## src/rtl/esm_issue_scheduler_if.sv

```systemverilog
`default_nettype none
// +----------------------------------------------------------------------+
// | Module  : esm_issue_scheduler_if                                     |
// | Brief   : Dispatch/issue bundle between an ESM issue buffer          |
// |           controller and the randomized issue scheduler.             |
// | Revision: 1.0 - initial release                                      |
// +----------------------------------------------------------------------+
interface esm_issue_scheduler_if #(
  parameter int BS   = 16,
  parameter int IDXW = $clog2(BS)
) ();
  logic            flush;
  logic            alloc_valid;
  logic            alloc_ready;
  logic [IDXW-1:0] alloc_index;
  logic [BS-1:0]   ready_in;
  logic            issue_valid;
  logic            issue_ready;
  logic [IDXW-1:0] issue_index;
  logic [IDXW:0]   occupancy;

  // Dispatch / consumer side
  modport master (
    output flush, alloc_valid, ready_in, issue_ready,
    input  alloc_ready, alloc_index, issue_valid, issue_index, occupancy
  );

  // Scheduler side
  modport slave (
    input  flush, alloc_valid, ready_in, issue_ready,
    output alloc_ready, alloc_index, issue_valid, issue_index, occupancy
  );
endinterface
`default_nettype wire

```

## src/rtl/esm_issue_scheduler.sv

```systemverilog
`default_nettype none
// +----------------------------------------------------------------------+
// | Module  : esm_issue_scheduler                                        |
// | Brief   : Tracks occupied ESM buffer slots, grants the lowest free   |
// |           slot to dispatch and issues one ready entry per cycle,     |
// |           chosen uniformly at random with a 16-bit Galois LFSR.      |
// | Revision: 1.0 - initial release                                      |
// +----------------------------------------------------------------------+
module esm_issue_scheduler #(
  parameter int          BS        = 16,
  parameter int          IDXW      = $clog2(BS),
  parameter logic [15:0] LFSR_SEED = 16'hACE1
) (
  input  logic                  clk,
  input  logic                  rst_n,
  esm_issue_scheduler_if.slave  bus
);

  // An all-zero Galois LFSR never leaves zero, so substitute 1.
  localparam logic [15:0] C_SEED = (LFSR_SEED == 16'h0000) ? 16'h0001 : LFSR_SEED;
  localparam logic [15:0] C_MASK = 16'hB400;

  logic [BS-1:0]   valid_q, valid_d;
  logic [BS-1:0]   pend_q, pend_d;
  logic            issue_valid_q, issue_valid_d;
  logic [IDXW-1:0] issue_index_q, issue_index_d;
  logic [15:0]     lfsr_q, lfsr_d;

  logic [BS-1:0]   cand;
  logic [IDXW:0]   ncand;
  logic [IDXW:0]   occ;
  logic [IDXW:0]   k;
  logic [IDXW:0]   seen;
  logic [IDXW-1:0] sel;
  logic [IDXW-1:0] free_idx;
  logic            free_found;
  logic            take;
  logic            hs;
  logic            alloc_fire;

  // Pending slot is excluded so a held issue is never picked twice.
  assign cand       = valid_q & ~pend_q & bus.ready_in;
  assign take       = !issue_valid_q || bus.issue_ready;
  assign hs         = issue_valid_q && bus.issue_ready;
  assign alloc_fire = bus.alloc_valid && free_found;

  // Scaling the LFSR by the candidate count keeps k strictly below ncand.
  assign k = (IDXW+1)'(({{(IDXW+1){1'b0}}, lfsr_q} * {16'h0000, ncand}) >> 16);

  // Lowest free slot; stays 0 when the buffer is full.
  always_comb begin
    free_idx   = '0;
    free_found = 1'b0;
    for (int i = 0; i < BS; i++) begin
      if (!valid_q[i] && !free_found) begin
        free_idx   = IDXW'(i);
        free_found = 1'b1;
      end
    end
  end

  // Population counts of occupied slots and of issue candidates.
  always_comb begin
    occ   = '0;
    ncand = '0;
    for (int i = 0; i < BS; i++) begin
      occ   = occ + {{IDXW{1'b0}}, valid_q[i]};
      ncand = ncand + {{IDXW{1'b0}}, cand[i]};
    end
  end

  // Index of the k-th set candidate bit, counted upward from slot 0.
  always_comb begin
    sel  = '0;
    seen = '0;
    for (int i = 0; i < BS; i++) begin
      if (cand[i]) begin
        if (seen == k) begin
          sel = IDXW'(i);
        end
        seen = seen + {{IDXW{1'b0}}, 1'b1};
      end
    end
  end

  // Next state: flush wins over handshake, alloc and a new load.
  always_comb begin
    lfsr_d        = {1'b0, lfsr_q[15:1]} ^ (lfsr_q[0] ? C_MASK : 16'h0000);
    valid_d       = valid_q;
    pend_d        = pend_q;
    issue_valid_d = issue_valid_q;
    issue_index_d = issue_index_q;
    if (bus.flush) begin
      valid_d       = '0;
      pend_d        = '0;
      issue_valid_d = 1'b0;
    end else begin
      if (hs) begin
        valid_d[issue_index_q] = 1'b0;
        pend_d[issue_index_q]  = 1'b0;
      end
      if (alloc_fire) begin
        valid_d[free_idx] = 1'b1;
      end
      if (take) begin
        if (ncand != '0) begin
          issue_valid_d = 1'b1;
          issue_index_d = sel;
          pend_d[sel]   = 1'b1;
        end else begin
          issue_valid_d = 1'b0;
        end
      end
    end
  end

  // State registers with asynchronous active-low reset.
  always_ff @(posedge clk or negedge rst_n) begin
    if (!rst_n) begin
      valid_q       <= '0;
      pend_q        <= '0;
      issue_valid_q <= 1'b0;
      issue_index_q <= '0;
      lfsr_q        <= C_SEED;
    end else begin
      valid_q       <= valid_d;
      pend_q        <= pend_d;
      issue_valid_q <= issue_valid_d;
      issue_index_q <= issue_index_d;
      lfsr_q        <= lfsr_d;
    end
  end

  assign bus.alloc_ready = free_found;
  assign bus.alloc_index = free_idx;
  assign bus.issue_valid = issue_valid_q;
  assign bus.issue_index = issue_index_q;
  assign bus.occupancy   = occ;

endmodule
`default_nettype wire

```

## src/flat_wrapper.sv

```systemverilog
// flat-port wrapper written by rule: the top's interface ports become plain ports
module esm_issue_scheduler_flat 
#(
  parameter int          BS        = 16,
  parameter int          IDXW      = $clog2(BS),
  parameter logic [15:0] LFSR_SEED = 16'hACE1
)
  (clk, rst_n, bus_flush, bus_alloc_valid, bus_ready_in, bus_issue_ready, bus_alloc_ready, bus_alloc_index, bus_issue_valid, bus_issue_index, bus_occupancy);
  esm_issue_scheduler_if #(.BS(BS), .IDXW(IDXW)) bus_i ();
  input  logic clk;
  input  logic rst_n;
  input wire logic [$bits(bus_i.flush)-1:0] bus_flush;
  input wire logic [$bits(bus_i.alloc_valid)-1:0] bus_alloc_valid;
  input wire logic [$bits(bus_i.ready_in)-1:0] bus_ready_in;
  input wire logic [$bits(bus_i.issue_ready)-1:0] bus_issue_ready;
  output wire logic [$bits(bus_i.alloc_ready)-1:0] bus_alloc_ready;
  output wire logic [$bits(bus_i.alloc_index)-1:0] bus_alloc_index;
  output wire logic [$bits(bus_i.issue_valid)-1:0] bus_issue_valid;
  output wire logic [$bits(bus_i.issue_index)-1:0] bus_issue_index;
  output wire logic [$bits(bus_i.occupancy)-1:0] bus_occupancy;
  assign bus_i.flush = bus_flush;
  assign bus_i.alloc_valid = bus_alloc_valid;
  assign bus_i.ready_in = bus_ready_in;
  assign bus_i.issue_ready = bus_issue_ready;
  assign bus_alloc_ready = bus_i.alloc_ready;
  assign bus_alloc_index = bus_i.alloc_index;
  assign bus_issue_valid = bus_i.issue_valid;
  assign bus_issue_index = bus_i.issue_index;
  assign bus_occupancy = bus_i.occupancy;
  esm_issue_scheduler #(.BS(BS), .IDXW(IDXW), .LFSR_SEED(LFSR_SEED)) u_core (.clk(clk), .rst_n(rst_n), .bus(bus_i));
endmodule
```

## config.mk

```make
export PLATFORM = sky130hd
export DESIGN_NAME = esm_issue_scheduler_flat
export DESIGN_NICKNAME = d
export VERILOG_FILES = /design/src/rtl/esm_issue_scheduler_if.sv /design/src/rtl/esm_issue_scheduler.sv /design/src/flat_wrapper.sv
export SDC_FILE = /design/constraint.sdc
export NUM_CORES = 1
export LEC_CHECK = 0
export ABC_AREA = 1
export BUFFER_PORTS_ARGS = -buffer_cell sky130_fd_sc_hd__buf_4
export CORE_AREA = 2 2 157 159
export CTS_CLUSTER_DIAMETER = 60
export CTS_CLUSTER_SIZE = 20
export DETAILED_ROUTE_END_ITERATION = 8
export DIE_AREA = 0 0 159 161
export PLACE_DENSITY = 0.6
export SYNTH_ARGS = -nofsm -noshare
export SYNTH_HDL_FRONTEND = slang
export SYNTH_SLANG_ARGS = --single-unit
```

## constraint.sdc

```tcl
create_clock -name clk -period 11.6 [get_ports clk]
set_input_delay 2.32 -clock clk [delete_from_list [all_inputs] [get_ports clk]]
set_output_delay 2.32 -clock clk [all_outputs]
set_load 0.02 [all_outputs]
```

Yosys cells after proc, flatten, opt, wreduce, memory -nomap -nowiden --
Cells that the tools add are included. Widths: inputs -> output; s select.
Word-level totals: register bits after elaboration 53, word-level logic and storage cells 230, output and inout bits 15, input bits 21
Cells by class: equal/unequal tests 15, order comparisons 6, muxes and demuxes 95, multipliers 1, reductions and logical operators 54, bitwise gates (word level) 10, $add $sub $neg 44
Operators with widths (number):
- $mux 4 | 43
- $mux 16 | 10
- $add 5x1->5 | 28
- $eq 5x5->1 | 14
- $mux 5 | 14
- $add 5x1->5 const B | 13
- $and 16x16->16 | 4
- $not 16->16 | 2
- $or 16x16->16 | 2
- $logic_not 1->1 | 30
- $mux 1 | 25
- $mul 16x5->21 | 1
- $logic_and 1x1->1 | 20
- $xor 15x16->16 | 1
- $lt 4x5->1 const B | 3
- $demux 1 s4 | 3
- $ge 4x1->1 const B | 3
- $eq 1x5->1 | 1
- $reduce_bool 5->1 | 1
- $add 1x1->2 | 2
- $reduce_and 3->1 | 1
- $add 1x1->2 const B | 1
- $reduce_bool 2->1 | 1
- $logic_or 1x1->1 | 1
- $not 1->1 | 1

Longest topological paths before layout --
Gate-level depths: netlist of run 1.
depth in word-level cells 58, depth in mapped cells 60, gate-level depth less buffers 59

Worst setup path after synthesis of run 1 --
Ideal clock, no wire load.
path type input port to flip-flop, start point in bus_ready_in[1], end point reg u_core.pend_q[15], buffers on the path 1, required time 11.527 ns, arrival 11.516 ns, path slack 0.011 ns, setup time 0.073 ns, cell stages on the path 55, cell sequence inv_1 -> nor3_1 -> ha_1 -> ha_1 -> ha_1 -> nand2_1 -> nand2_4 -> ha_1 -> nand2_1 -> nand2_2 -> ha_1 -> nand2_1 -> nand2_1 -> ha_1 -> or2_2 -> nand2_1 -> inv_1 -> ha_1 -> [19 not listed] -> inv_1 -> ha_1 -> or2_2 -> nand2_1 -> inv_1 -> ha_1 -> or2_2 -> nand2_1 -> xor2_1 -> nand3_1 -> nor2_4 -> nand2_2 -> buf_6 -> nand2_2 -> nand2_1 -> nor2_2 -> nand2_1 -> a21oi_2
On the way: word-level cells in the longest chain between the ends 56, elaborated cells between the ends (all ways) 99, classes of those cells add/sub (28); mul (1); order compare (2); eq/ne (15); mux (49); bitwise (2); reduce/logical (2)
Ends and longest elaborated chain:
- start: declaration | RTL line flat_wrapper.sv:14 | input wire logic [$bits(bus_i.ready_in)-1:0] bus_ready_in;
- $and 16x16->16 (*) | RTL line esm_issue_scheduler.sv:42 | assign cand = valid_q & ~pend_q & bus.ready_in;
- $add 1x1->2 | RTL line esm_issue_scheduler.sv:68 | ncand = ncand + {{IDXW{1'b0}}, cand[i]};
- $add 5x1->5 (14 in a row) | RTL line esm_issue_scheduler.sv:68
- $mul 16x5->21 | RTL line esm_issue_scheduler.sv:48 | assign k = (IDXW+1)'(({{(IDXW+1){1'b0}}, lfsr_q} * {16'h0000, ncand}) >> 16);
- $eq 1x5->1 | RTL line esm_issue_scheduler.sv:78 | if (seen == k) begin
- $mux 1 | RTL line esm_issue_scheduler.sv:78
- $mux 4 | RTL line esm_issue_scheduler.sv:77 | if (cand[i]) begin
- $mux 4 | RTL line esm_issue_scheduler.sv:78
- [28 not listed]
- $logic_and 1x1->1 (not written as such) | RTL line esm_issue_scheduler.sv:109 | pend_d[sel] = 1'b1;
- $mux 1 (not written as such) | RTL line esm_issue_scheduler.sv:109
- $demux 1 s4
- $or 16x16->16 (no line)
- $mux 16 (*) | RTL line esm_issue_scheduler.sv:106 | if (ncand != '0) begin
- $mux 16 (*) | RTL line esm_issue_scheduler.sv:105 | if (take) begin
- $mux 16 (*) | RTL line esm_issue_scheduler.sv:93 | if (bus.flush) begin
- via u_core.pend_d[15] | RTL line esm_issue_scheduler.sv:24 | logic [BS-1:0] pend_q, pend_d;
- end signal: assignment | RTL line esm_issue_scheduler.sv:127 | pend_q <= pend_d;
- end: declaration | RTL line esm_issue_scheduler.sv:24
Mark *: on every way through the listed nets, which the timed path passes. The rest lies on a longest branch. A chain may end at the register's enable or synchronous reset.

Worst setup path in the final report of run 1 --
start point in bus_ready_in[1], end point reg u_core.pend_q[12]
The elaborated chain is that of the path after synthesis.

==> reports/metrics.yaml, run 1 <==
logic_synthesis:
  synthDistinctLibCells: 50
  yosysMostFrequentCell: "nand2_1"
  ys_warn_count: 0
  postSynth.asyncResetShare_pct: 100.0
  syn-instance-count: 1259
  synthTopCellsByArea: "fa_1, dfrtp_1, nand2_1, inv_1, ha_1"
  synth_edf_count: 0
  synth.avg_cell_area_um2: 6.549
  synth.top_cells.by_count: "nand2_1, inv_1, nor2_1"
  post-synth-top-area-fraction_pct: 14.81
  synth_area_mm2: 0.008245
  synthFlopType: "dfrtp_1"
  ys_seq_area_share_pct: 16.21
  synth_top_cell_by_area: "fa_1"
  synth_seq_cells: 53
  synth_fp_nets: 1394
placement:
  place_ws_ps: -287.0
  port-buffer-count: 35
  place.gp.congestion: 0.9033
  dp_hpwl_mm: 18.85
pwr:
  p_per_area_mw_per_mm2: 45.59
  p_int_uw: 305.1
  pwr-share-clk_pct: 35.0
  ir_worst_vdd_uv: 55.53
  combPwrFrac_pct: 21.5
  leakage_uw: 0.005291
  netSwitchingPower_uw: 143.4
  total_power_uw: 448.5
  p_sw_share_pct: 31.98
  sequentialPowerShare_pct: 43.5
route:
  ant_nets: 0
  route.detailed.drc: 0
  viasPerCell: 4.734
  finalWirelength_mm: 22.68
  vias: 8039
  wire_per_inst_um: 13.36
  drtIter0Drc: 503
  dr.pass1.iters: 5
timing:
  slew_headroom_pct: 30.19
  max_slew.worst_pin.slew_ps: 1039
  setup_slack_ps: 396.3
  fmax_ghz: 0.08926
  period_share_pct: 96.58
  hold_viol_final: 0
  rsz0062_at_grt: "true"
  period_minus_slack_ps: 11200
  setup_viol_count_final: 0
  fin_worst_skew_ps: 12.13
  drv_slew: 0
  hold_slack_ps: 386.6
worst_setup_path:
  crit_path_start_kind: "input port"
  cpMostUsedCell: "ha_1"
  crit_arrival_ps: 11430
  path_delay_family: "simple AND/OR/NAND/NOR gates"
  rr_startpoint: "u_core.valid_q[1]"
  crit_end: "u_core.pend_q[12]"
  crit_path_max_incr_delay_ps: 320
  cpMaxStageDelayCell: "or2_2"
  crit_type: "input port to flop"
  end_kind: "flop"
  worst-r2r-setup-slack_ps: 1970
  cp_num_buf_inv: 11
  worstSetupStartpoint: "bus_ready_in[1]"
  reg2reg_to: "u_core.pend_q[12]"
  crit_required_ps: 11830
  worstRegToRegCells: 58
  path_depth: 59
  cp_max_fo: 5
global_routing:
  grt_pass1_vias: 7926
  grt_use_total_pct: 17.80
  gr-total-overflow: 0
  antenna_found_initial: 0
  grt_max_degree: 54
  grt_pass1_wl_mm: 37.92
clock_tree:
  postCtsHoldBufs: 0
  clock_path_buffers: 2
  cts.sinks: 53
  insertion_delay_ps: 300
  path_clk_slew_ps: 80
  cts_buffers: 5
  htreeDepth: 2
  cts_root_buf: "clkbuf_16"
  cts_tree: "yes"
die:
  coreArea_mm2: 0.02396
  fp.dieH_um: 161
  io_pins: 36
  rows: 57
  dieArea_mm2: 0.02560
  die_w_um: 159
  start_util_pct: 34.41
layout:
  num_antenna_cells: 0
  nets: 1508
  drive_gt1_share_pct: 18.78
  area_growth_pct: 19.32
min_path:
  hold_path_startpoint: "u_core.lfsr_q[6]"
  min_path_type: "flop to flop"
job:
  max_cap_viol_count: 0
outcome:
  status: "completed"
how the worst min path moves through the flow:
stage                              to  slack [ps]  depth (start not counted)
finish               u_core.lfsr_q[5]         390                          0
global placement     u_core.lfsr_q[5]         380                          0
detailed placement   u_core.lfsr_q[5]         380                          0
floorplan           u_core.lfsr_q[15]         350                          0
global route         u_core.lfsr_q[5]         390                          0
CTS                  u_core.lfsr_q[5]         390                          0
metrics by stage:
| step | TNS, ps | utilization (%) | std cells | instance area, µm² |
|---|---|---|---|---|
| 2_1_floorplan | 0 | - | 1259 | 8245 |
| 3_3_place_gp | -2011 | 39.43 | 1680 | 9448 |
| 3_5_place_dp | -3657 | 39.43 | 1680 | 9448 |
| 4_1_cts | 0 | 40.04 | 1688 | 9595 |
| 5_1_grt | -1351 | 41.06 | 1698 | 9838 |
| 6_report | 0 | 41.06 | 1698 | 9838 |
routing by layer:
layer  GRT usage [%]  part of all wire, %  wire length [µm]
met1           25.50                   50             11370
met2           29.01                   44             10070
met3           1.438                  3.5               797
met4           4.835                  1.9               442
met5               0                    0                 0
final cells by class:
type	count	area, µm²
Tap cell	324	405.4
Inverter	250	938.4
Fill cell	2576	14120
Multi-Input combinational cell	943	6081
Clock inverter	3	22.52
Clock buffer	5	125.1
Sequential cell	53	1336
Timing Repair Buffer	120	929.6
registers in the layout, summed over array words and instances, names as in the netlist:
register and cells:
u_core.valid_q 16, u_core.lfsr_q 16, u_core.bus.issue_index 4, u_core.pend_q 16
u_core.bus.issue_valid 1
cells by family (layout without fill, tap and decap cells):
| family | after synthesis | after routing | synth area share, % |
|---|---|---|---|
| AOI/OAI and AO/OA | 104 | 104 | 7.390 |
| xor gates and xnor gates | 30 | 30 | 3.187 |
| adders and majority gates | 114 | 114 | 22.85 |
| buffers and inverters | 264 | 378 | 12.12 |
| DFF | 53 | 53 | 16.21 |
| and+or+nand+nor | 694 | 695 | 38.24 |
cell usage in the layout (no fill, tap or decap), types with 4 or more instances in the layout:
| cell | n |
|---|---|
| nand3b_1 | 6 |
| nand3_1 | 101 |
| ha_1 | 50 |
| nor2_1 | 165 |
| nand3_2 | 6 |
| nor2_2 | 10 |
| nor2_4 | 8 |
| dfstp_2 | 8 |
| xnor2_1 | 6 |
| o21ai_0 | 14 |
| nand2_2 | 47 |
| inv_2 | 11 |
| dfrtp_1 | 45 |
| xor2_1 | 22 |
| inv_1 | 239 |
| o21a_1 | 4 |
| nor3_2 | 4 |
| nand2_1 | 281 |
| fa_1 | 59 |
| nor3_1 | 19 |
| nand2_4 | 10 |
| nand4_1 | 17 |
| or2_2 | 8 |
| buf_4 | 117 |
| clkbuf_16 | 5 |
| a22oi_1 | 10 |
| a21oi_1 | 50 |
power groups by stage:
stage          Combinational [µW]  Clock (µW)  Sequential [µW]
3_5_place_dp                 91.4           0              198
5_1_grt                       108         169              196
3_3_place_gp                 91.3           0              198
4_1_cts                      92.0         161              195
2_1_floorplan                52.9           0              200
6_report                     96.5         157              195
repair_timing:
action | in CTS | in global routing
gates resized for setup | 0 | 42
buffers inserted | 0 | 9
hold endpoints to repair | 0 | 0
setup endpoints to repair | 0 | 20
Power figures use the tool's default switching activity.
==> run 2: changes to the inputs <==
--- a/config.mk
+++ b/config.mk
@@ -7,12 +7,12 @@
 export LEC_CHECK = 0
 export ABC_AREA = 1
 export BUFFER_PORTS_ARGS = -buffer_cell sky130_fd_sc_hd__buf_4
-export CORE_AREA = 2 2 157 159
+export CORE_AREA = 3 3 158 160
 export CTS_CLUSTER_DIAMETER = 60
 export CTS_CLUSTER_SIZE = 20
 export DETAILED_ROUTE_END_ITERATION = 8
-export DIE_AREA = 0 0 159 161
-export PLACE_DENSITY = 0.6
+export DIE_AREA = 0 0 161 163
+export PLACE_DENSITY = 0.62
 export SYNTH_ARGS = -nofsm -noshare
 export SYNTH_HDL_FRONTEND = slang
 export SYNTH_SLANG_ARGS = --single-unit
==> constraint.sdc (replaced) <==
create_clock -name clk -period 10.1 [get_ports clk]
set_input_delay 2.02 -clock clk [delete_from_list [all_inputs] [get_ports clk]]
set_output_delay 2.02 -clock clk [all_outputs]
set_load 0.02 [all_outputs]
==> reports/metrics.yaml, run 2 (synthesized netlist as in run 1, its figures left out) <==
outcome:
  status: "complete, but fails checks"  # was completed
  violations: "setup timing"
die:
  fp.dieH_um: 163  # was 161 µm
  rows: 56  # was 57
  io_pins: 36  # unchanged
  die_w_um: 161  # was 159 µm
  dieArea_mm2: 0.02624  # was 0.02560 mm²
  start_util_pct: 35.02  # was 34.41%
  coreArea_mm2: 0.02354  # was 0.02396 mm²
layout:
  seq_area_mm2: 0.001336  # unchanged
  multi_input_area_mm2: 0.007049  # was 0.006081 mm²
  num_antenna_cells: 0  # unchanged
  nets: 1588  # was 1508
  mostFrequentLayoutCell: "nand2_1"  # unchanged
  area_growth_pct: 39.47  # was 19.32%
  drive_gt1_share_pct: 34.04  # was 18.78%
  final_area_mm2: 0.01150  # was 0.009838 mm²
  layout_common_cells: "nand2_1, inv_1, buf_4"  # was nand2_1, inv_1, nor2_1
  fillers: 2321  # was 2576
  top_regs: "u_core.lfsr_q x16, u_core.pend_q x16, u_core.valid_q x16"  # unchanged
pwr:
  ir_worst_vdd_uv: 60.85  # was 55.53 µV
  combPwrFrac_pct: 24.4  # was 21.5%
  leakage_uw: 0.005851  # was 0.005291 µW
  p_sw_share_pct: 30.99  # was 31.98%
  p_int_uw: 360.4  # was 305.1 µW
  p_per_area_mw_per_mm2: 45.41  # was 45.59 mW/mm²
  sequentialPowerShare_pct: 43.0  # was 43.5%
  pwr-share-clk_pct: 32.7  # was 35.0%
  netSwitchingPower_uw: 161.9  # was 143.4 µW
timing:
  rsz0062_at_grt: "true"  # unchanged
  period_share_pct: 104.5
  fmax_ghz: 0.09477
  setup_viol_count_final: 20  # was 0
  max_slew.worst_pin.slew_ps: 1029  # was 1039 ps
  setup_slack_ps: -451.7  # was 396.3 ps
  slew_headroom_pct: 30.86  # was 30.19%
  fin_worst_skew_ps: 15.01  # was 12.13 ps
  drv_slew: 0  # unchanged
  period_minus_slack_ps: 10550
  final.setup.tns_ps: -6877  # was 0 ps
  hold_viol_final: 0  # unchanged
route:
  wl_met2_mm: 11.95  # was 10.07 mm
  vias: 8557  # was 8039
  ant_nets: 0  # unchanged
  top_layer_used: "met4"  # unchanged
  finalWirelength_mm: 24.92  # was 22.68 mm
  met1_length_mm: 11.99  # was 11.37 mm
  route.detailed.drc: 0  # unchanged
  dr.pass1.iters: 5  # unchanged
  wl_met3_um: 809  # was 797 µm
  drtIter0Drc: 516  # was 503
  wire_per_inst_um: 14.05  # was 13.36 µm
  viasPerCell: 4.826  # was 4.734
worst_setup_path:
  crit_type: "input port to flop"  # unchanged
  end_kind: "flop"  # unchanged
  crit_path_start_kind: "input port"  # unchanged
  cp_max_fo: 6  # was 5
  crit_path_max_incr_delay_ps: 560  # was 320 ps
  cpMaxStageDelayCell: "fa_1"  # was or2_2
  cpMostUsedCell: "nand2_4"  # was ha_1
  crit_arrival_ps: 10730  # was 11430 ps
  crit_required_ps: 10280  # was 11830 ps
placement:
  dp_hpwl_mm: 19.78  # was 18.85 mm
  port-buffer-count: 35  # unchanged
  dpl-instance-area_mm2: 0.01025  # was 0.009448 mm²
  place.gp.congestion: 0.8729  # was 0.9033
global_routing:
  grt_pass1_wl_mm: 39.86  # was 37.92 mm
  antenna_found_initial: 0  # unchanged
  grt_max_degree: 54  # unchanged
  grt_use_total_pct: 18.34  # was 17.80%
  gr-total-overflow: 0  # unchanged
  grt_pass1_vias: 8183  # was 7926
clock_tree:
  cts_buffers: 5  # unchanged
  cts_root_buf: "clkbuf_16"  # unchanged
  path_clk_slew_ps: 80  # about the same
  postCtsHoldBufs: 0  # unchanged
  cts.sinks: 53  # unchanged
  insertion_delay_ps: 300  # about the same
  cts_tree: "yes"  # unchanged
  htreeDepth: 2  # unchanged
  clock_path_buffers: 2  # unchanged
min_path:
  min_path_type: "flop to flop"  # unchanged
job:
  max_cap_viol_count: 0  # unchanged
==> run 2: critical path, delay by kind of cell <==
| kind | cells | cell delay, ps |
|---|---|---|
| AOI/OAI and AO/OA | 1 | 320 |
| adders and majority gates | 11 | 4730 |
| buffers and inverters | 8 | 570 |
| xor gates and xnor gates | 1 | 210 |
| and+or+nand+nor | 26 | 2850 |
==> run 2: path summary, 6_finish.rpt <==
kind	slack (ps)	to	startpoint	cells past startpoint
max in group asynchronous	7870	u_core.lfsr_q[8]	rst_n	1
worst min register to register	390	u_core.lfsr_q[6]	u_core.lfsr_q[7]	0
worst min-delay path	390	u_core.lfsr_q[6]	u_core.lfsr_q[7]	0
worst max-delay path	-450	u_core.pend_q[10]	bus_ready_in[1]	47
min in group asynchronous	1750	u_core.valid_q[15]	rst_n	1
worst max register to register	790	u_core.pend_q[10]	u_core.valid_q[1]	46
==> run 2: power by group through the flow <==
| stage | Sequential [µW] | Clock (µW) | Combinational, µW |
|---|---|---|---|
| after floorplan | 230 | 0 | 67.2 |
| after global placement | 228 | 0 | 117 |
| after detailed placement | 228 | 0 | 119 |
| after CTS | 224 | 175 | 122 |
| after global routing | 225 | 182 | 140 |
| final | 224 | 171 | 127 |
==> run 2: stage by stage <==
step | setup WS (ps) | utilization (%) | hold WS [ps] | power (µW) | instances
2_1_floorplan | -148.7 | - | 353.3 | 297.5 | 1259
3_3_place_gp | -897.6 | 43.56 | 376.7 | 345.7 | 1730
3_5_place_dp | -973.2 | 43.56 | 378.1 | 346.7 | 1730
4_1_cts | -257.6 | 46.46 | 385.9 | 521.7 | 1762
5_1_grt | -853.8 | 48.85 | 389.3 | 548.0 | 1773
6_report | -451.7 | 48.85 | 387.6 | 522.2 | 1773
==> run 2: final cells by class <==
| class | count | share of cell area, % |
|---|---|---|
| multi-input combinational | 943 | 61.30 |
| sequential | 53 | 11.62 |
| clock inverter | 2 | 0.1197 |
| timing repair inverter | 2 | 0.1523 |
| clock buffer | 6 | 1.121 |
| timing repair buffer | 198 | 13.82 |
| inverter | 250 | 8.400 |
| tap | 319 | 3.471 |
==> run 2: repair_timing <==
action / in CTS / in global routing
gates cloned: 3 / 0
pin swaps: 44 / 41
resized for setup: 86 / 121
setup buffers: 21 / 13
endpoints found under the setup margin: 20 / 20
==> run 2: layer usage <==
layer	track usage [%]	vias to the layer above
li1	-	4307
met1	26.86	4064
met2	30.66	168
met3	0.9410	18
met4	2.855	0
met5	0	-
